===== src/rtl/regfile_wb_arbiter_pkg.sv =====
// Shared types and helpers for the register-file writeback arbiter.
// Holds the request struct and the one-hot enable decode that skips the zero register.
package regfile_wb_arbiter_pkg;

    localparam int NUM_REGS = 32;
    localparam int REG_W    = 64;
    localparam int ADDR_W   = 5;
    localparam logic [ADDR_W-1:0] ZERO_REG = 5'd31;

    typedef struct packed {
        logic [ADDR_W-1:0] addr;
        logic [REG_W-1:0]  data;
    } wb_req_t;

    function automatic logic [NUM_REGS-1:0] onehot_en(input logic [ADDR_W-1:0] addr);
        logic [NUM_REGS-1:0] en;
        en = '0;
        if (addr != ZERO_REG) en[addr] = 1'b1;
        return en;
    endfunction

endpackage


===== src/rtl/regfile_wb_arbiter_if.sv =====
// Writeback request/response bundle between the two writeback sources and the arbiter.
// master = requester side, slave = arbiter side.
interface regfile_wb_arbiter_if;
    import regfile_wb_arbiter_pkg::*;

    logic                    r0_valid;
    logic                    r0_ready;
    logic [ADDR_W-1:0]       r0_addr;
    logic [REG_W-1:0]        r0_data;
    logic                    r1_valid;
    logic                    r1_ready;
    logic [ADDR_W-1:0]       r1_addr;
    logic [REG_W-1:0]        r1_data;
    logic [NUM_REGS-1:0]     wr_enables;
    logic [REG_W-1:0]        wr_data;
    logic [NUM_REGS-1:0]     busy_mask;

    modport master (
        output r0_valid, r0_addr, r0_data, r1_valid, r1_addr, r1_data,
        input  r0_ready, r1_ready, wr_enables, wr_data, busy_mask
    );

    modport slave (
        input  r0_valid, r0_addr, r0_data, r1_valid, r1_addr, r1_data,
        output r0_ready, r1_ready, wr_enables, wr_data, busy_mask
    );

endinterface


===== src/rtl/regfile_wb_arbiter_fifo.sv =====
// Purpose: strict-FIFO queue of writeback requests, exposing every slot and its valid bit.
// Latency: pushed entry is visible at head the cycle after the push edge.
// Backpressure: push ignored while full (even if popping the same edge); pop ignored while empty.
module regfile_wb_arbiter_fifo
    import regfile_wb_arbiter_pkg::*;
#(
    parameter int DEPTH = 4
) (
    input  logic             clk,
    input  logic             reset,
    input  logic             push,
    input  wb_req_t          push_req,
    input  logic             pop,
    output wb_req_t          head,
    output logic             full,
    output logic             empty,
    output wb_req_t          ent [DEPTH],
    output logic [DEPTH-1:0] ent_vld
);
    localparam int PW = $clog2(DEPTH);

    logic [PW-1:0] rd_ptr;
    logic [PW-1:0] wr_ptr;
    logic [PW:0]   count;
    wb_req_t       mem [DEPTH];
    logic          do_push;
    logic          do_pop;

    assign full    = (count == (PW+1)'(DEPTH));
    assign empty   = (count == '0);
    assign do_push = push & ~full;
    assign do_pop  = pop & ~empty;
    assign head    = mem[rd_ptr];
    assign ent     = mem;

    // Storage needs no reset: slots are only observed through ent_vld.
    always_ff @(posedge clk) begin
        if (do_push) mem[wr_ptr] <= push_req;
    end

    always_ff @(posedge clk or negedge reset) begin
        if (!reset) begin
            rd_ptr  <= '0;
            wr_ptr  <= '0;
            count   <= '0;
            ent_vld <= '0;
        end else begin
            if (do_push) begin
                wr_ptr          <= wr_ptr + 1'b1;
                ent_vld[wr_ptr] <= 1'b1;
            end
            if (do_pop) begin
                rd_ptr          <= rd_ptr + 1'b1;
                ent_vld[rd_ptr] <= 1'b0;
            end
            case ({do_push, do_pop})
                2'b10:   count <= count + 1'b1;
                2'b01:   count <= count - 1'b1;
                default: count <= count;
            endcase
        end
    end

endmodule


===== src/rtl/regfile_wb_arbiter.sv =====
// Purpose: share the register-file write port between EX writeback (r0) and queued load returns (r1).
// Latency: r0 accepted at E writes at E+1; r1 pushed at E writes at E+2 at the earliest.
// Backpressure: r1_ready = queue not full; r0_ready drops only while the aged queue head is forced through.
module regfile_wb_arbiter
    import regfile_wb_arbiter_pkg::*;
#(
    parameter int DEPTH    = 4,
    parameter int MAX_WAIT = 3
) (
    input  logic                 clk,
    input  logic                 reset,
    regfile_wb_arbiter_if.slave  bus
);
    localparam int WW = $clog2(MAX_WAIT + 1);

    wb_req_t             q_head;
    wb_req_t             q_ent [DEPTH];
    logic [DEPTH-1:0]    q_vld;
    logic                q_full;
    logic                q_empty;
    logic [WW-1:0]       wait_cnt;
    logic                force_head;
    logic                grant_r0;
    logic                grant_q;
    logic                r1_push;
    wb_req_t             r1_req;
    logic [NUM_REGS-1:0] wr_enables_q;
    logic [REG_W-1:0]    wr_data_q;
    logic [NUM_REGS-1:0] busy_mask_c;

    assign r1_req.addr = bus.r1_addr;
    assign r1_req.data = bus.r1_data;
    assign r1_push     = bus.r1_valid & ~q_full;

    regfile_wb_arbiter_fifo #(.DEPTH(DEPTH)) u_fifo (
        .clk      (clk),
        .reset    (reset),
        .push     (r1_push),
        .push_req (r1_req),
        .pop      (grant_q),
        .head     (q_head),
        .full     (q_full),
        .empty    (q_empty),
        .ent      (q_ent),
        .ent_vld  (q_vld)
    );

    // A head that has lost MAX_WAIT times takes the port unconditionally.
    assign force_head = ~q_empty & (wait_cnt == WW'(MAX_WAIT));
    assign grant_r0   = bus.r0_valid & ~force_head;
    assign grant_q    = ~q_empty & ~grant_r0;

    assign bus.r0_ready = ~force_head;
    assign bus.r1_ready = ~q_full;

    always_ff @(posedge clk or negedge reset) begin
        if (!reset) begin
            wait_cnt <= '0;
        end else if (q_empty || grant_q) begin
            wait_cnt <= '0;
        end else if (!force_head) begin
            wait_cnt <= wait_cnt + 1'b1;
        end
    end

    always_ff @(posedge clk or negedge reset) begin
        if (!reset) begin
            wr_enables_q <= '0;
            wr_data_q    <= '0;
        end else if (grant_r0) begin
            wr_enables_q <= onehot_en(bus.r0_addr);
            wr_data_q    <= bus.r0_data;
        end else if (grant_q) begin
            wr_enables_q <= onehot_en(q_head.addr);
            wr_data_q    <= q_head.data;
        end else begin
            wr_enables_q <= '0;
        end
    end

    always_comb begin
        busy_mask_c = '0;
        for (int i = 0; i < DEPTH; i++) begin
            if (q_vld[i]) busy_mask_c = busy_mask_c | onehot_en(q_ent[i].addr);
        end
    end

    assign bus.wr_enables = wr_enables_q;
    assign bus.wr_data    = wr_data_q;
    assign bus.busy_mask  = busy_mask_c;

endmodule


===== src/flat_wrapper.sv =====
// flat-port wrapper written by rule: the top's interface ports become plain ports
module regfile_wb_arbiter_flat import regfile_wb_arbiter_pkg::*;
#(
    parameter int DEPTH    = 4,
    parameter int MAX_WAIT = 3
)
  (clk, reset, bus_r0_valid, bus_r0_addr, bus_r0_data, bus_r1_valid, bus_r1_addr, bus_r1_data, bus_r0_ready, bus_r1_ready, bus_wr_enables, bus_wr_data, bus_busy_mask);
  regfile_wb_arbiter_if bus_i ();
  input  logic clk;
  input  logic reset;
  input wire logic [$bits(bus_i.r0_valid)-1:0] bus_r0_valid;
  input wire logic [$bits(bus_i.r0_addr)-1:0] bus_r0_addr;
  input wire logic [$bits(bus_i.r0_data)-1:0] bus_r0_data;
  input wire logic [$bits(bus_i.r1_valid)-1:0] bus_r1_valid;
  input wire logic [$bits(bus_i.r1_addr)-1:0] bus_r1_addr;
  input wire logic [$bits(bus_i.r1_data)-1:0] bus_r1_data;
  output wire logic [$bits(bus_i.r0_ready)-1:0] bus_r0_ready;
  output wire logic [$bits(bus_i.r1_ready)-1:0] bus_r1_ready;
  output wire logic [$bits(bus_i.wr_enables)-1:0] bus_wr_enables;
  output wire logic [$bits(bus_i.wr_data)-1:0] bus_wr_data;
  output wire logic [$bits(bus_i.busy_mask)-1:0] bus_busy_mask;
  assign bus_i.r0_valid = bus_r0_valid;
  assign bus_i.r0_addr = bus_r0_addr;
  assign bus_i.r0_data = bus_r0_data;
  assign bus_i.r1_valid = bus_r1_valid;
  assign bus_i.r1_addr = bus_r1_addr;
  assign bus_i.r1_data = bus_r1_data;
  assign bus_r0_ready = bus_i.r0_ready;
  assign bus_r1_ready = bus_i.r1_ready;
  assign bus_wr_enables = bus_i.wr_enables;
  assign bus_wr_data = bus_i.wr_data;
  assign bus_busy_mask = bus_i.busy_mask;
  regfile_wb_arbiter #(.DEPTH(DEPTH), .MAX_WAIT(MAX_WAIT)) u_core (.clk(clk), .reset(reset), .bus(bus_i));
endmodule

===== config.mk =====
export PLATFORM = sky130hd
export DESIGN_NAME = regfile_wb_arbiter_flat
export DESIGN_NICKNAME = d
export VERILOG_FILES = /design/src/rtl/regfile_wb_arbiter_pkg.sv /design/src/rtl/regfile_wb_arbiter_if.sv /design/src/rtl/regfile_wb_arbiter_fifo.sv /design/src/rtl/regfile_wb_arbiter.sv /design/src/flat_wrapper.sv
export SDC_FILE = /design/constraint.sdc
export NUM_CORES = 1
export LEC_CHECK = 0
export CAP_MARGIN = 20
export CORE_AREA = 10 10 200 202
export CTS_CLUSTER_DIAMETER = 120
export DETAILED_ROUTE_END_ITERATION = 10
export DIE_AREA = 0 0 210 212
export GPL_ROUTABILITY_DRIVEN = 0
export PLACE_DENSITY = 0.8
export SETUP_SLACK_MARGIN = 0.4
export SLEW_MARGIN = 20
export SYNTH_ARGS = -nofsm -noshare
export SYNTH_HDL_FRONTEND = slang
export SYNTH_SLANG_ARGS = --single-unit

===== constraint.sdc =====
create_clock -name clk -period 2.8 [get_ports clk]
set_input_delay 0.42 -clock clk [delete_from_list [all_inputs] [get_ports clk]]
set_output_delay 0.42 -clock clk [all_outputs]
set_load 0.01 [all_outputs]

==> out/qor.csv, run 1 <==
stage;metric;value;unit
yosys;Post-synth EDFFs;276;
worst_setup_path;worst path bufs/invs;2;
cells_and_area;most common cell after layout, fill and taps aside;edfxtp_1;
cts;H-Tree Depth;2;
floorplan;FP Rows;70;
floorplan;Die Y;212;µm
timing;worst clock skew;0.0259;ns
worst_setup_path;peak per-stage delay on the critical path;0.50;ns
detailed_routing;drt initial violations;1173;
detailed_routing;# DRC;0;
yosys;Async SR Flop Fraction;28.3;%
worst_setup_path;Setup crit start kind;flip-flop;
cts;Num CTS Buffers;40;
timing;final setup fails;0;
global_routing;total grt overflow;0;
global_routing;first-pass GRT wire length;67200;µm
cts;clk sinks;385;
cells_and_area;Area growth syn-to-layout;33.8;%
cts;TritonCTS clock tree;yes;
worst_setup_path;Critical Path RT;2.38;ns
cts;CTS clk-pin slew, worst paths;0.06;ns
pwr;logic gate share of total power;33.7;%
yosys;Cell Area, Synth;16000;µm²
timing;Min Clock Period, post-route;2.65;ns
cells_and_area;fin area;21400;µm²
worst_setup_path;Crit Path Class;reg -> out;
cells_and_area;final core utilization;59.3;%
worst_setup_path;worst-path fanout max;5;
floorplan;Die Footprint;44500;µm²
worst_hold_path;worst hold path type;reg -> reg;
yosys;sequential area share after synthesis;68.9;%
pwr;Sw Pwr;6.29;mW
timing;period utilization;94.7;%
yosys;Warnings, synthesis;0;
cells_and_area;most frequent cells in the layout;edfxtp_1, clkdlybuf4s50_1, dfrtp_1;
global_routing;vias in the first global route;11287;
yosys;number of synthesized register bits;385;
timing;Max-Slew Margin vs Limit;49.1;%
timing;Fin Setup TNS;0;ns
cells_and_area;nets@finish;1522;
worst_setup_path;crit path capture type;primary output;
pwr;sequential share of power;40.8;%
pwr;Clk pwr share;25.5;%
yosys;Cells after Synth;1041;
place;placed inst area;19300;µm²
worst_setup_path;crit-path cells;buf_4 -> nor3b_4 -> nand2_1 -> o211ai_1 -> buf_2;
pwr;P_leak;7.70;nW
cts;Worst-Skew Late Latency;0.53;ns
timing;Fmax;0.377;GHz
yosys;Avg Inst Size Synth;15.4;µm²
timing;Least-Margin Pin Slew;0.763;ns
detailed_routing;Antenna Nets Post-Route;0;
timing;fin. max-slew vios;0;
yosys;ys flop type;edfxtp_1;
pwr;total power;20.4;mW
floorplan;# IOs;272;
pwr;Power per Cell Area;954;nW/µm²
detailed_routing;vias;11402;
timing;unrepaired setup endpoints after global routing;true;
global_routing;initial antenna violation count;3;
global_routing;largest net degree at the start of global routing;107;
run_status;status;complete, no violations;
place;Placed Instances;1723;
cts;Root Driver;clkbuf_16;
cells_and_area;FILL cells;2624;
cells_and_area;final cell count without fillers;1871;
pwr;Sw Share;30.9;%
detailed_routing;vias per cell;6.09;
cells_and_area;layout cell share with drive strength beyond 1;23.0;%
detailed_routing;Routed WL per cell;24.9;µm
global_routing;gr usage total;19.3;%
floorplan;die width;210;µm
place;Port Buf Inserts;270;
place;post-DP HPWL;27100;µm
detailed_routing;First-pass DRT Iterations;7;
floorplan;core area;36100;µm²
timing;Hold Fails Final Rpt;0;
pwr;peak supply drop;0.000650;V
pwr;Int Power;14.1;mW
floorplan;Initial Utilization;44.3;%
yosys;Cell variety after synth;51;
cts;Max clock buf depth;3;
detailed_routing;final wirelength;46500;µm
worst_setup_path;critical path arrival;2.23;ns
run;max cap viols;0;
worst_setup_path;family with the most delay on the worst path;simple AND/OR/NAND/NOR gates;
worst_setup_path;CP max-delay cell;edfxtp_1;
## repair_timing
| action | CTS | global route |
|---|---|---|
| gates resized for setup | 147 | 80 |
| hold buffers | 1 | 0 |
| endpoints found under the hold margin | 41 | 0 |
| setup buffers | 52 | 19 |
| endpoints found under the setup margin | 33 | 33 |
| pin swaps | 7 | 17 |
## power groups by stage
stage	sequential, mW	combinational [mW]	clock, mW
2_1_floorplan	8.48	3.46	0
3_3_place_gp	8.33	6.29	0
3_5_place_dp	8.43	6.39	0
4_1_cts	8.28	6.66	5.32
5_1_grt	8.43	7.36	5.56
6_report	8.31	6.88	5.20
## Yosys cell counts (all sizes together), types with 6 or more instances
master | number | area share, %
edfxtp | 276 | 52
dfrtp | 109 | 17
nor2 | 77 | 1.8
nand3 | 71 | 2.2
mux4 | 69 | 9.7
a31oi | 64 | 2.5
o21ai | 64 | 2.0
clkbuf | 61 | 1.4
o22ai | 37 | 1.4
buf | 18 | 0.60
nand3b | 17 | 0.80
nand2 | 16 | 0.38
inv | 13 | 0.31
o221ai | 13 | 0.71
nor3b | 12 | 0.56
a22oi | 11 | 0.52
and3b | 10 | 0.55
ha | 10 | 0.78
or3b | 10 | 0.55
a221o | 9 | 0.56
a2bb2oi | 8 | 0.44
and3 | 8 | 0.31
or4 | 7 | 0.33
o211ai | 6 | 0.28
## metal layers
metal	track usage, %	part of all wire [%]	routed length (µm)
met5	0	0.067	31
met4	6.13	3.9	1840
met3	5.02	9.5	4400
met2	32.4	50	23000
met1	23.9	37	17200
## cell type report
| class | count | area (µm²) | share of cell area, % |
|---|---|---|---|
| repair buffers | 364 | 3470 | 16.2 |
| well taps | 468 | 586 | 2.74 |
| clock buffers | 69 | 1280 | 5.97 |
| clock inverters | 5 | 36.3 | 0.170 |
| flip-flops and latches | 385 | 11000 | 51.5 |
| inverters | 13 | 53.8 | 0.251 |
| diodes | 2 | 5.00 | 0.0234 |
| multi-input cells | 565 | 4940 | 23.1 |
## metrics by stage
stage / setup slack, ns / hold WS (ns)
after CTS: 0.225 / 0.404
final: 0.149 / 0.438
after floorplan: 0.570 / 0.124
after global routing: 0.153 / 0.441
after detailed placement: 0.323 / 0.433
after global placement: 0.377 / 0.426
## sequential cells by signal, summed over array words and instances, names as in the netlist
register / cells
u_core.u_fifo.count: 3
u_core.u_fifo.ent_vld: 4
u_core.u_fifo.ent: 276
u_core.bus.wr_data: 64
u_core.bus.wr_enables: 32
u_core.u_fifo.wr_ptr: 2
u_core.wait_cnt: 2
u_core.u_fifo.rd_ptr: 2
## logic make-up (layout without fill, tap and decap cells)
kind of cell    Yosys count  in the layout  synth area share [%]
mux                      72             72                  9.92
xor+xnor                  5              5                 0.274
buf+inv                  92            451                  2.34
other cells               1              4                0.0235
fa+ha+maj                11             11                 0.908
simple gates            249            249                  8.37
compound gates          226            226                  9.25
flops                   385            385                  68.9
## worst paths after layout
path / endpoint / slack, ns / startpoint / depth (start not counted)
hold reg to reg: u_core.wait_cnt[0]$_DFFE_PN0P_ / 0.44 / u_core.wait_cnt[0]$_DFFE_PN0P_ / 1
hold / removal: u_core.wait_cnt[0]$_DFFE_PN0P_ / 0.44 / u_core.wait_cnt[0]$_DFFE_PN0P_ / 1
min in group asynchronous: u_core.bus.wr_data[56]$_DFFE_PN0P_ / 0.49 / reset / 2
max in group asynchronous: u_core.bus.wr_enables[3]$_DFF_PN0_ / 1.51 / reset / 3
setup / recovery: bus_busy_mask[10] / 0.15 / u_core.u_fifo.ent[206]$_DFFE_PP_ / 5
setup reg to reg: u_core.bus.wr_enables[0]$_DFF_PN0_ / 0.52 / u_core.u_fifo.ent[68]$_DFFE_PP_ / 6
Power figures use the tool's default switching activity.
==> run 2: changes to the inputs <==
- ABC_AREA: default -> 1
- CORE_AREA: 10 10 200 202 -> 10 10 206 208
- DIE_AREA: 0 0 210 212 -> 0 0 216 218
- PLACE_DENSITY: 0.8 -> 0.79
==> run 2 against run 1 <==
Non-clock buffer count is 23 lower. Routed wire length is 4.3% higher. First-iteration DRC count is 18% higher. Synthesized cell count is 70% higher. Combinational power is 14% higher. Register-to-register slack better by 0.18 ns. Sequential power hardly changed. Global-route usage is 0.44 points higher. Critical endpoint is now bus_busy_mask[8]. Largest cell class unchanged. Largest power group unchanged. Highest routed layer unchanged.
==> out/qor.csv, run 2 <==
stage;metric;value;unit
run_status;status;complete, no violations;
cells_and_area;max reg flops;276;
floorplan;Initial Utilization;44.4;%
timing;Hold Fails Final Rpt;0;
floorplan;die width;216;µm
yosys;ranking of synthesized cells by area;edfxtp_1, nand2_1, dfrtp_1;
cts;Num CTS Buffers;38;
timing;Least-Margin Pin Slew;0.739;ns
worst_setup_path;Setup crit start kind;flip-flop;
cts;Worst-Skew Late Latency;0.53;ns
cells_and_area;nets@finish;2232;
detailed_routing;First-pass DRT Iterations;7;
worst_setup_path;reg2reg setup slack;0.70;ns
cts;clk sinks;385;
floorplan;FP Rows;72;
yosys;mux share of post-synthesis cell area;0;%
place;DP Worst Slack;0.551;ns
floorplan;# IOs;272;
worst_setup_path;Worst R2R Path Depth;10;
yosys;Synth Area in Adders;0.853;%
yosys;Synth Area in Simple Gates;26.6;%
cells_and_area;footprint of the multi-input gates;5430;µm²
global_routing;vias in the first global route;13789;
yosys;top cell type's share of synthesized area;48.7;%
place;Placed Instances;2512;
detailed_routing;Antenna Nets Post-Route;0;
pwr;total power;20.8;mW
yosys;Cells after Synth;1771;
detailed_routing;vias per cell;5.25;
run;max cap viols;0;
cts;Max clock buf depth;3;
yosys;top cell type by total area after synthesis;edfxtp_1;
cells_and_area;most frequent cells in the layout;nand2_1, edfxtp_1, clkdlybuf4s50_1;
floorplan;Die Footprint;47100;µm²
global_routing;initial antenna violation count;7;
worst_setup_path;FF-to-FF End;u_core.bus.wr_data[47]$_DFFE_PN0P_;
cts;H-Tree Depth;2;
detailed_routing;Routed WL per cell;18.4;µm
yosys;Warnings, synthesis;0;
yosys;Async SR Flop Fraction;28.3;%
cts;Root Driver;clkbuf_16;
timing;Max-Slew Margin vs Limit;50.7;%
floorplan;core area;38300;µm²
global_routing;met2 Resource Use GR;34.9;%
pwr;peak supply drop;0.000474;V
worst_hold_path;hold endpoint;u_core.wait_cnt[0]$_DFFE_PN0P_;
yosys;Avg Inst Size Synth;9.61;µm²
yosys;Cell Area, Synth;17000;µm²
global_routing;GR Util met1;23.2;%
worst_setup_path;Critical Path RT;2.38;ns
detailed_routing;# DRC;0;
yosys;count leader, synth;nand2_1;
yosys;Post-synth EDFFs;276;
pwr;Power per Cell Area;943;nW/µm²
cells_and_area;FILL cells;3027;
worst_setup_path;worst-path fanout max;5;
worst_setup_path;crit path capture type;primary output;
cells_and_area;layout cell share with drive strength beyond 1;11.4;%
timing;period utilization;94.9;%
worst_setup_path;crit-path cells;inv_1 -> nand3_2 -> o22ai_2 -> or2_2 -> clkdlybuf4s50_1;
cts;TritonCTS clock tree;yes;
pwr;P_leak;9.50;nW
worst_hold_path;worst hold path type;reg -> reg;
cells_and_area;Area growth syn-to-layout;29.8;%
floorplan;Die Y;218;µm
worst_setup_path;critical path startpoint;u_core.u_fifo.ent[275]$_DFFE_PP_;
detailed_routing;drt initial violations;1381;
worst_hold_path;hold_sp;u_core.wait_cnt[0]$_DFFE_PN0P_;
yosys;ys flop type;edfxtp_1;
global_routing;total grt overflow;0;
worst_setup_path;peak per-stage delay on the critical path;0.53;ns
cells_and_area;most common cell after layout, fill and taps aside;nand2_1;
timing;worst clock skew;0.0257;ns
place;Port Buf Inserts;270;
global_routing;met3 Track Usage GR;4.90;%
detailed_routing;vias;13821;
worst_setup_path;R2R Path Start;u_core.u_fifo.count[0]$_DFFE_PN0P_;
cells_and_area;final cell count without fillers;2633;
cts;CTS clk-pin slew, worst paths;0.06;ns
yosys;sequential area share after synthesis;64.7;%
worst_setup_path;critical path arrival;2.24;ns
cells_and_area;register area;11000;µm²
yosys;top cells by count, synth;nand2_1, edfxtp_1, nand3_1;
yosys;number of synthesized register bits;385;
yosys;xor and xnor area share after synthesis;0.206;%
global_routing;most used routing layer;met2;
timing;Min Clock Period, post-route;2.66;ns
detailed_routing;final wirelength;48500;µm
timing;unrepaired setup endpoints after global routing;true;
global_routing;gr usage total;19.7;%
timing;fin. max-slew vios;0;
cells_and_area;final core utilization;57.7;%
global_routing;first-pass GRT wire length;74700;µm
worst_setup_path;CP max-delay cell;clkdlybuf4s50_1;
yosys;largest family of logic cells by synthesized area;simple AND/OR/NAND/NOR gates;
timing;worst setup margin;0.143;ns
yosys;Cell variety after synth;33;
timing;final setup fails;0;
yosys;Compound-Gate Fraction of Synth Area;2.51;%
timing;Fmax;0.376;GHz
place;post-DP HPWL;30800;µm
worst_hold_path;Hold Path Depth;1;
worst_setup_path;Crit Path Class;reg -> out;
global_routing;largest net degree at the start of global routing;77;
==> run 2: power by group <==
part	switching, mW	internal (mW)	total [mW]	leakage, nW
Combinational	4.89	2.93	7.82	5.08
Sequential	0.682	7.62	8.30	3.85
Clock	2.09	2.63	4.72	0.573
Total	7.66	13.2	20.8	9.50
==> run 2: worst max-delay path by stage <==
stage                                               endpoint  slack (ns)  cells after the start
after floorplan               u_core.u_fifo.ent[0]$_DFFE_PP_       -0.24                      4
after detailed placement  u_core.u_fifo.count[2]$_DFFE_PN0P_        0.55                     10
after global placement    u_core.u_fifo.count[2]$_DFFE_PN0P_        0.49                     10
after global routing                       bus_busy_mask[30]        0.08                      5
final                                       bus_busy_mask[8]        0.14                      5
after CTS                                   bus_busy_mask[9]        0.19                      5
==> run 2: critical path: cells and delay by family (launching register included) <==
family,cells,cell delay [ns]
flip-flops,1,0.50
AND/OR/NAND/NOR,2,0.32
AO/OA/AOI/OAI,1,0.19
buffers and inverters,2,0.72
==> run 2: through the flow <==
step	setup TNS, ns	hold WS (ns)	instance area (µm²)
after floorplan	-68.13	0.124	17000
after global placement	0	0.421	20400
after detailed placement	0	0.430	20400
after CTS	0	0.438	21900
after global routing	0	0.454	22100
final	0	0.439	22100
==> run 2: area by class of cell <==
cell class / count / share of cell area, %
inverters: 138 / 2.37
well taps: 518 / 2.93
clock buffers: 49 / 4.67
clock inverters: 21 / 0.572
repair buffers: 341 / 14.9
multi-input cells: 1175 / 24.6
diodes: 6 / 0.0680
flip-flops and latches: 385 / 49.9
==> run 2: repair_timing <==
item,CTS,global route
pin swaps,4,3
hold endpoints to repair,18,0
setup endpoints to repair,32,32
resized for setup,74,64
hold buffers,1,0
setup buffers,25,19
==> run 2: kinds of logic after synthesis <==
family                     count (synthesis)
and+or+nand+nor                         1090
DFF                                      385
buffers and inverters                    212
AOI/OAI and AO/OA                         68
adders and majority gates                 11
xor gates and xnor gates                   4
other                                      1
==> run 2: metal layers <==
metal | vias to the layer above | share of wire, %
li1 | 6452 | -
met1 | 6471 | 38
met2 | 716 | 50
met3 | 180 | 8.9
met4 | 2 | 3.1
met5 | - | 0.027
==> run 3: changes to the inputs <==
- CORE_AREA: 10 10 206 208 -> 2 2 195 197
- DIE_AREA: 0 0 216 218 -> 0 0 197 199
- SYNTH_HIERARCHICAL: default -> 1
==> run 3 against run 2 <==
Final cell count decreased by 9.0%. Setup slack improved by 0.020 ns. Routed wire length decreased by 7.6%. Maximum frequency increased by 0.74%. First-iteration DRC count decreased by 16%. Critical path depth increased by 1. Synthesized cell count decreased by 12%. Global-route usage increased by 2.6 points. Non-clock buffer count increased by 12. Largest power group unchanged.
==> out/qor.csv, run 3 <==
stage;metric;value;unit
timing;unrepaired setup endpoints after global routing;true;
pwr;Sw Pwr;7.69;mW
timing;Least-Margin Pin Slew;0.781;ns
yosys;Compound-Gate Fraction of Synth Area;7.89;%
floorplan;# IOs;272;
yosys;top cell type's share of synthesized area;50.1;%
timing;worst clock skew;0.0241;ns
cells_and_area;most frequent cells in the layout;nor2_1, edfxtp_1, clkdlybuf4s50_1;
floorplan;die width;197;µm
timing;period utilization;94.2;%
yosys;Warnings, synthesis;6;
detailed_routing;met3 WL;3540;µm
detailed_routing;vias per cell;5.53;
cells_and_area;register area;11000;µm²
worst_setup_path;Setup crit start kind;flip-flop;
detailed_routing;First-pass DRT Iterations;6;
place;post-DP HPWL;27100;µm
timing;Max-Slew Margin vs Limit;47.9;%
yosys;top cells by count, synth;nor2_1, edfxtp_1, nand2_1;
detailed_routing;Routed WL per cell;18.7;µm
detailed_routing;top sig layer;met5;
global_routing;largest net degree at the start of global routing;131;
detailed_routing;vias;13250;
detailed_routing;wire length on met1;17700;µm
cts;CTS clk-pin slew, worst paths;0.06;ns
floorplan;FP Rows;71;
pwr;Power per Cell Area;981;nW/µm²
global_routing;gr usage total;22.3;%
cts;clk sinks;385;
worst_setup_path;crit-path cells;buf_4 -> nand3_1 -> nor2_1 -> nor2_1 -> nand2_1 -> clkdlybuf4s50_1;
yosys;Post-synth EDFFs;276;
pwr;total power;21.3;mW
timing;fin. max-slew vios;0;
detailed_routing;final wirelength;44800;µm
cts;Num CTS Buffers;41;
pwr;sequential share of power;39.1;%
cells_and_area;layout cell share with drive strength beyond 1;12.4;%
yosys;Async SR Flop Fraction;28.3;%
yosys;top cell type by total area after synthesis;edfxtp_1;
pwr;peak supply drop;0.000585;V
yosys;Cell variety after synth;30;
global_routing;vias in the first global route;12844;
cts;TritonCTS clock tree;yes;
cells_and_area;most common cell after layout, fill and taps aside;nor2_1;
yosys;largest family of logic cells by synthesized area;simple AND/OR/NAND/NOR gates;
timing;final setup fails;0;
yosys;ys flop type;edfxtp_1;
pwr;P_leak;8.45;nW
cells_and_area;fin area;21800;µm²
timing;Fin Setup TNS;0;ns
yosys;count leader, synth;nor2_1;
timing;Hold Fails Final Rpt;0;
cells_and_area;Area growth syn-to-layout;31.7;%
worst_setup_path;worst-path fanout max;4;
run_status;status;complete, no violations;
floorplan;Die Y;199;µm
floorplan;core area;37100;µm²
worst_setup_path;peak per-stage delay on the critical path;0.56;ns
cts;H-Tree Depth;2;
place;placed inst area;19700;µm²
floorplan;Initial Utilization;44.5;%
timing;Fmax;0.379;GHz
worst_setup_path;critical path arrival;2.22;ns
worst_setup_path;Crit Path Class;reg -> out;
pwr;Sw Share;36.0;%
pwr;Clk pwr share;24.4;%
cells_and_area;nets@finish;2040;
yosys;ranking of synthesized cells by area;edfxtp_1, dfrtp_1, nor2_1;
place;Port Buf Inserts;270;
worst_setup_path;Critical Path RT;2.38;ns
run;max cap viols;0;
cts;Worst-Skew Late Latency;0.54;ns
worst_setup_path;most used cell, CP;nor2_1;
worst_setup_path;CP max-delay cell;clkdlybuf4s50_1;
timing;Min Clock Period, post-route;2.64;ns
cells_and_area;FILL cells;2967;
worst_setup_path;crit path capture type;primary output;
pwr;logic gate share of total power;36.5;%
detailed_routing;# DRC;0;
pwr;Int Power;13.7;mW
yosys;sequential area share after synthesis;66.6;%
global_routing;initial antenna violation count;6;
detailed_routing;drt initial violations;1159;
place;DP Worst Slack;0.340;ns
detailed_routing;Antenna Nets Post-Route;0;
yosys;number of synthesized register bits;385;
yosys;xor and xnor area share after synthesis;0.212;%
yosys;mux share of post-synthesis cell area;0;%
yosys;Cell Area, Synth;16500;µm²
yosys;Synth Area in Simple Gates;20.0;%
worst_hold_path;worst hold path type;in -> async;
yosys;Synth Area in Adders;0.878;%
cells_and_area;max reg flops;276;
global_routing;first-pass GRT wire length;68200;µm
yosys;Avg Inst Size Synth;10.6;µm²
global_routing;total grt overflow;0;
yosys;Cells after Synth;1567;
cts;Root Driver;clkbuf_16;
detailed_routing;metal2 WL;21800;µm
cts;Max clock buf depth;3;
floorplan;Die Footprint;39200;µm²
cells_and_area;footprint of the multi-input gates;5100;µm²
timing;worst setup margin;0.163;ns
[run 3: cell families after synthesis]
group	Yosys count
compound gates	227
xor+xnor	4
fa+ha+maj	11
buf+inv	141
flops	385
other cells	1
simple gates	798
[run 3: critical path, delay by kind of cell (launching register included)]
| kind | cells | cell delay [ns] |
|---|---|---|
| buffers and inverters | 2 | 0.75 |
| DFF | 1 | 0.54 |
| and+or+nand+nor | 4 | 0.41 |
[run 3: what timing repair did]
action,in CTS,in global routing
pin swaps,4,3
hold endpoints to repair,35,0
buffers inserted,41,17
hold buffers,1,0
setup endpoints to repair,32,44
resized for setup,66,40
[run 3: worst paths after layout]
check	start	endpoint	slack, ns	depth (start not counted)
worst min register to register	u_core/wait_cnt[0]$_DFFE_PN0P_	u_core/wait_cnt[0]$_DFFE_PN0P_	0.45	1
worst max register to register	u_core/u_fifo/rd_ptr[1]$_DFFE_PN0N_	u_core/bus.wr_enables[13]$_DFF_PN0_	0.60	7
max in group asynchronous	reset	u_core/u_fifo/ent_vld[3]$_DFF_PN0_	1.52	3
worst max-delay path	u_core/u_fifo/ent[275]$_DFFE_PP_	bus_busy_mask[27]	0.16	6
worst min-delay path	reset	u_core/bus.wr_enables[31]$_DFF_PN0_	0.38	2
min in group clk	u_core/wait_cnt[0]$_DFFE_PN0P_	u_core/wait_cnt[0]$_DFFE_PN0P_	0.45	1
[run 3: power by group through the flow]
stage	Clock (mW)	Combinational, mW	Sequential (mW)
finish	5.21	7.80	8.34
global route	5.54	8.53	8.47
CTS	5.31	7.68	8.31
detailed placement	0	7.44	8.36
global placement	0	7.22	8.31
floorplan	0	4.26	8.50
[run 3: layout make-up]
type | instances | area share, %
Tap cell | 474 | 2.72
Clock inverter | 24 | 0.897
Inverter | 64 | 1.18
Antenna cell | 4 | 0.0460
Timing Repair Buffer | 353 | 15.9
Clock buffer | 51 | 5.17
Sequential cell | 385 | 50.6
Multi-Input combinational cell | 1042 | 23.4
[run 3: through the flow]
step | utilization, % | cells | hold slack [ns]
5_1_grt | 58.6 | 2397 | 0.428
6_report | 58.6 | 2397 | 0.378
4_1_cts | 58.0 | 2376 | 0.371
3_3_place_gp | 53.1 | 2259 | 0.397
2_1_floorplan | - | 1568 | 0.124
3_5_place_dp | 53.1 | 2259 | 0.400
[run 3: layer usage]
layer / global-route usage, % / up-vias
li1: - / 6084
met1: 27.9 / 6375
met2: 38.1 / 636
met3: 4.24 / 151
met4: 9.61 / 4
met5: 0 / -
==> edit 1: new RTL, config.mk and constraints of run 3 <==
Change the package constant `NUM_REGS` from 32 to 16.
--- a/src/rtl/regfile_wb_arbiter_pkg.sv
+++ b/src/rtl/regfile_wb_arbiter_pkg.sv
@@ -2,7 +2,7 @@
 // Holds the request struct and the one-hot enable decode that skips the zero register.
 package regfile_wb_arbiter_pkg;
 
-    localparam int NUM_REGS = 32;
+    localparam int NUM_REGS = 16;
     localparam int REG_W    = 64;
     localparam int ADDR_W   = 5;
     localparam logic [ADDR_W-1:0] ZERO_REG = 5'd31;
Ports: changed (resized bus_busy_mask and bus_wr_enables); port bits go from 272 to 240. The function was not compared with the original's and may differ.
==> edit 1 against run 3 <==
Setup slack improved by 0.14 ns. Synthesized cell count is 12% lower. Global-route usage shrank 2.3 points. Area after synthesis is 6.5% lower. Routed wire length decreased by 10%. Sequential cell count fell by 16. Via count down 13%. Final area is 8.7% lower. Clock skew is 0.0077 ns lower. Power is 5.0% lower. Die area is the same. Clock power decreased by 0.8%. Combinational power is 9.4% lower. Critical endpoint is now bus_busy_mask[10]. Largest power group unchanged. Highest routed layer is now met4.
==> edit 1: results (changes against run 3) <==
Parameter                              Value

Detailed routing
  Wire length on met3    3080 um (-13%)
  Max layer used    met4
  Met2 Wirelength    19900 um (-8.8%)
  Vias/cell    5.44 (-1.6%)
  Number of DRC markers in iteration 0    981 (-15%)
  Length of routed wiring on met1    16100 um (-9.2%)

STA
  Worst clock skew on the final layout    0.0164 ns (-0.00770 ns)
  Worst Max-Slew Pin Slew    0.945 ns (+0.164 ns)
  Final critical-path share of the clock period    89.1% (-5.0 points)
  Hold WS    0.389 ns (+0.0116 ns)

Critical path
  Reg-to-reg setup timing slack    0.65 ns (+0.05 ns)
  Worst endpoint data arrival time    2.08 ns (-0.14 ns)
  Critical path peak fanout    5 (+1)

CTS
  Post-CTS setup buffer count    5 (-88%)
  Resize count post-CTS    19 (-71%)
  Number of buffers added by the clock tree synthesis step    39 (-4.9%)

Synth
  Post-Synthesis Mean Instance Area    11.2 um^2 (+6.0%)
  Unique cell type count in the Yosys netlist    28 (-6.7%)
  Sequential-to-total area share from yosys stat    68.7% (+2.0 points)

Finish
  Net count reported at finish    1775 (-13%)
  Fraction of final layout cells with drive strength greater than 1    9.62% (-2.8 points)

Run status
  Result of the run    completed

Placed design
  Inst Count DP    2040 (-9.7%)
  Post-place instance area    18400 um^2 (-6.9%)
  Count of port buffers added during placement    239 (-11%)

Global routing
  Met2 usage in global routing    34.5% (-3.5 points)
  Met3 global-route usage    4.14% (-0.10 points)
  Number of global-route vias before repair    11400 (-11%)
  GR Util met1    25.3% (-2.6 points)
  Initial antenna violation count    2 (-4)

Power
  Static leakage    0.00749 uW (-11%)
[edit 1: cell types whose count changed after synthesis, moves of 5 or more]
cell / run 3 / this run
sky130_fd_sc_hd__nand3b_1: 1 / 6
sky130_fd_sc_hd__nand3_1: 206 / 187
sky130_fd_sc_hd__nor2_1: 328 / 244
sky130_fd_sc_hd__dfrtp_1: 109 / 93
sky130_fd_sc_hd__o21ai_1: 50 / 42
sky130_fd_sc_hd__nor3_1: 15 / 1
sky130_fd_sc_hd__nand2_1: 233 / 187
sky130_fd_sc_hd__inv_1: 61 / 56
[edit 1: cell families (layout without fill, tap and decap cells)]
kind of cell,after synthesis,count (layout),synth area share [%]
simple gates,639,639,17.4
flops,369,369,68.7
compound gates,223,223,8.27
buf+inv,136,407,4.49
fa+ha+maj,11,11,0.939
xor+xnor,4,4,0.227
other cells,0,3,0
[edit 1: final cells by class]
cell class              count  area (um^2)
diodes                      3         7.51
clock buffers              60         1140
clock inverters            12          180
fillers                  3024        17300
inverters                  60          243
multi-input cells         877         4270
flip-flops and latches    369        10600
well taps                 474          593
repair buffers            275         2830
[edit 1: path summary, 6_finish.rpt]
| check | cells past startpoint | endpoint | startpoint |
|---|---|---|---|
| worst max register to register | 12 | u_core/u_fifo/count[2] | u_core/wait_cnt[0] |
| worst max-delay path | 6 | bus_busy_mask[10] | u_core/u_fifo/ent[65] |
| min in group clk | 3 | u_core/bus.wr_data[23] | bus_r0_data[23] |
| max in group asynchronous | 3 | u_core/bus.wr_data[52] | reset |
| worst min register to register | 1 | u_core/wait_cnt[0] | u_core/wait_cnt[0] |
| worst min-delay path | 2 | u_core/bus.wr_data[53] | reset |
[edit 1: where the power goes]
part / internal (uW) / total, uW / switching, uW
Clock: 3100 / 5170 / 2070
Combinational: 2690 / 7070 / 4370
Sequential: 7380 / 8030 / 656
==> edit 2: new RTL, settings of run 3 <==
Made on the original files. Reset style: synchronous (`reset`), changed in 3 clocked blocks.
--- a/src/rtl/regfile_wb_arbiter_fifo.sv
+++ b/src/rtl/regfile_wb_arbiter_fifo.sv
@@ -38,7 +38,7 @@
         if (do_push) mem[wr_ptr] <= push_req;
     end
 
-    always_ff @(posedge clk or negedge reset) begin
+    always_ff @(posedge clk) begin
         if (!reset) begin
             rd_ptr  <= '0;
             wr_ptr  <= '0;
--- a/src/rtl/regfile_wb_arbiter.sv
+++ b/src/rtl/regfile_wb_arbiter.sv
@@ -53,7 +53,7 @@
     assign bus.r0_ready = ~force_head;
     assign bus.r1_ready = ~q_full;
 
-    always_ff @(posedge clk or negedge reset) begin
+    always_ff @(posedge clk) begin
         if (!reset) begin
             wait_cnt <= '0;
         end else if (q_empty || grant_q) begin
@@ -63,7 +63,7 @@
         end
     end
 
-    always_ff @(posedge clk or negedge reset) begin
+    always_ff @(posedge clk) begin
         if (!reset) begin
             wr_enables_q <= '0;
             wr_data_q    <= '0;
Behaviour: differs if reset is asserted again (counterexample within 4 cycles, from zero or initial values and one cycle with reset low); with reset held inactive, the same outputs for 4 cycles.
==> edit 2 against run 3 <==
Via count is 12% higher. Clock power fell by 1%. Power shrank 14%. Routed wire length rose by 13%. Area after synthesis is 6.5% higher. Die area did not move. Setup slack got worse by 0.047 ns. Final area increased by 5.0%. Largest power group unchanged. Critical path depth fell by 1. Worst hold slack gained 0.013 ns. Sequential cell count stayed put. First-iteration DRC count grew 12%.
==> edit 2: results (changes against run 3) <==
Parameter                              Value

Synth
  Synth Area in Adders    0.824% (-0.054 points)
  Share of async-settable or async-resettable flops after synthesis    0% (-28 points)
  Top cells by area, synth    sky130_fd_sc_hd__edfxtp_1, sky130_fd_sc_hd__dfxtp_1, sky130_fd_sc_hd__nor2_1, sky130_fd_sc_hd__nand2_1, sky130_fd_sc_hd__inv_1
  Sequential-to-total area share from yosys stat    59.4% (-7.2 points)
  XOR/XNOR share of the synthesized area    0.0497% (-0.16 points)

Detailed routing
  Vias/cell    5.49 (-0.63%)
  Number of DRC markers in iteration 0    1293 (+12%)
  Total number of vias    14900 (+12%)

Placed design
  Post-Place Worst Slack    0.330 ns (-0.00951 ns)
  Detailed placement HPWL    31400 um (+16%)

Global routing
  GRT Resource Usage Total    25.1% (+2.8 points)
  Met2 usage in global routing    41.7% (+3.7 points)
  Initial antenna violation count    5 (-1)
  Pin count of the biggest net entering global routing    73 (-44%)
  Wire length of the first global-routing pass    77100 um (+13%)

STA
  Hold WS    0.390 ns (+0.0126 ns)
  Relative slew margins    47.1% (-0.80 points)

Hold path
  Type of the worst min-delay path    input pin to flop

Critical path
  FF-to-FF Start    u_core/u_fifo/count[2]
  Terminus of the critical flop-to-flop path    u_core/u_fifo/count[2]
  Count of cells along the worst register-to-register path    15 (+8)
  Reg-to-reg setup timing slack    0.56 ns (-0.04 ns)

Finish
  Fraction of final layout cells with drive strength greater than 1    13.9% (+1.5 points)
  Area growth from synthesis to layout    29.7%

Run status
  Result of the run    completed
[edit 2: changes by cell type after synthesis, sizes merged, moves of 15 or more]
cell,run 3,this run
a21oi,1,82
clkbuf,25,50
dfrtp,109,0
dfxtp,0,109
inv,64,188
nand2,235,261
nand3,206,129
nor2,337,493
o21ai,156,141
[edit 2: layer usage]
metal | routed length, um | share of wire [%] | vias up
met5 | 13 | 0.026 | -
li1 | - | - | 6891
met4 | 2560 | 5.0 | 2
met2 | 24100 | 47 | 823
met1 | 19400 | 38 | 6949
met3 | 4660 | 9.2 | 199
[edit 2: worst max-delay path by stage]
stage,start,to,slack (ns)
2_1_floorplan,bus_r0_valid,u_core/u_fifo/count[2],0.46
3_3_place_gp,bus_r1_valid,u_core/u_fifo/ent[236],0.39
3_5_place_dp,u_core/u_fifo/count[0],u_core/bus.wr_enables[5],0.33
4_1_cts,u_core/u_fifo/ent_vld[1],bus_busy_mask[27],0.18
5_1_grt,u_core/u_fifo/ent[203],bus_busy_mask[24],0.08
6_report,u_core/u_fifo/ent[136],bus_busy_mask[14],0.12
[edit 2: area by class of cell]
| cell class | count | area [um^2] |
|---|---|---|
| Sequential cell | 385 | 10500 |
| Timing Repair Buffer | 351 | 3490 |
| Multi-Input combinational cell | 1225 | 6250 |
| Tap cell | 474 | 593 |
| Inverter | 192 | 749 |
| Clock buffer | 60 | 1180 |
| Antenna cell | 5 | 12.5 |
| Clock inverter | 14 | 103 |
| Fill cell | 2903 | 14300 |
[edit 2: power by group]
group          internal, uW  total, uW  switching, uW  leakage [uW]
logic                  2190       6140           3950       0.00493
registers              6820       7130            316       0.00343
clock network          3020       5160           2140      0.000633
[edit 2: timing repair]
action	CTS	global route
buffers inserted	28	17
endpoints found under the setup margin	40	99
pin swaps	5	8
resized for setup	56	70
hold endpoints to repair	0	0
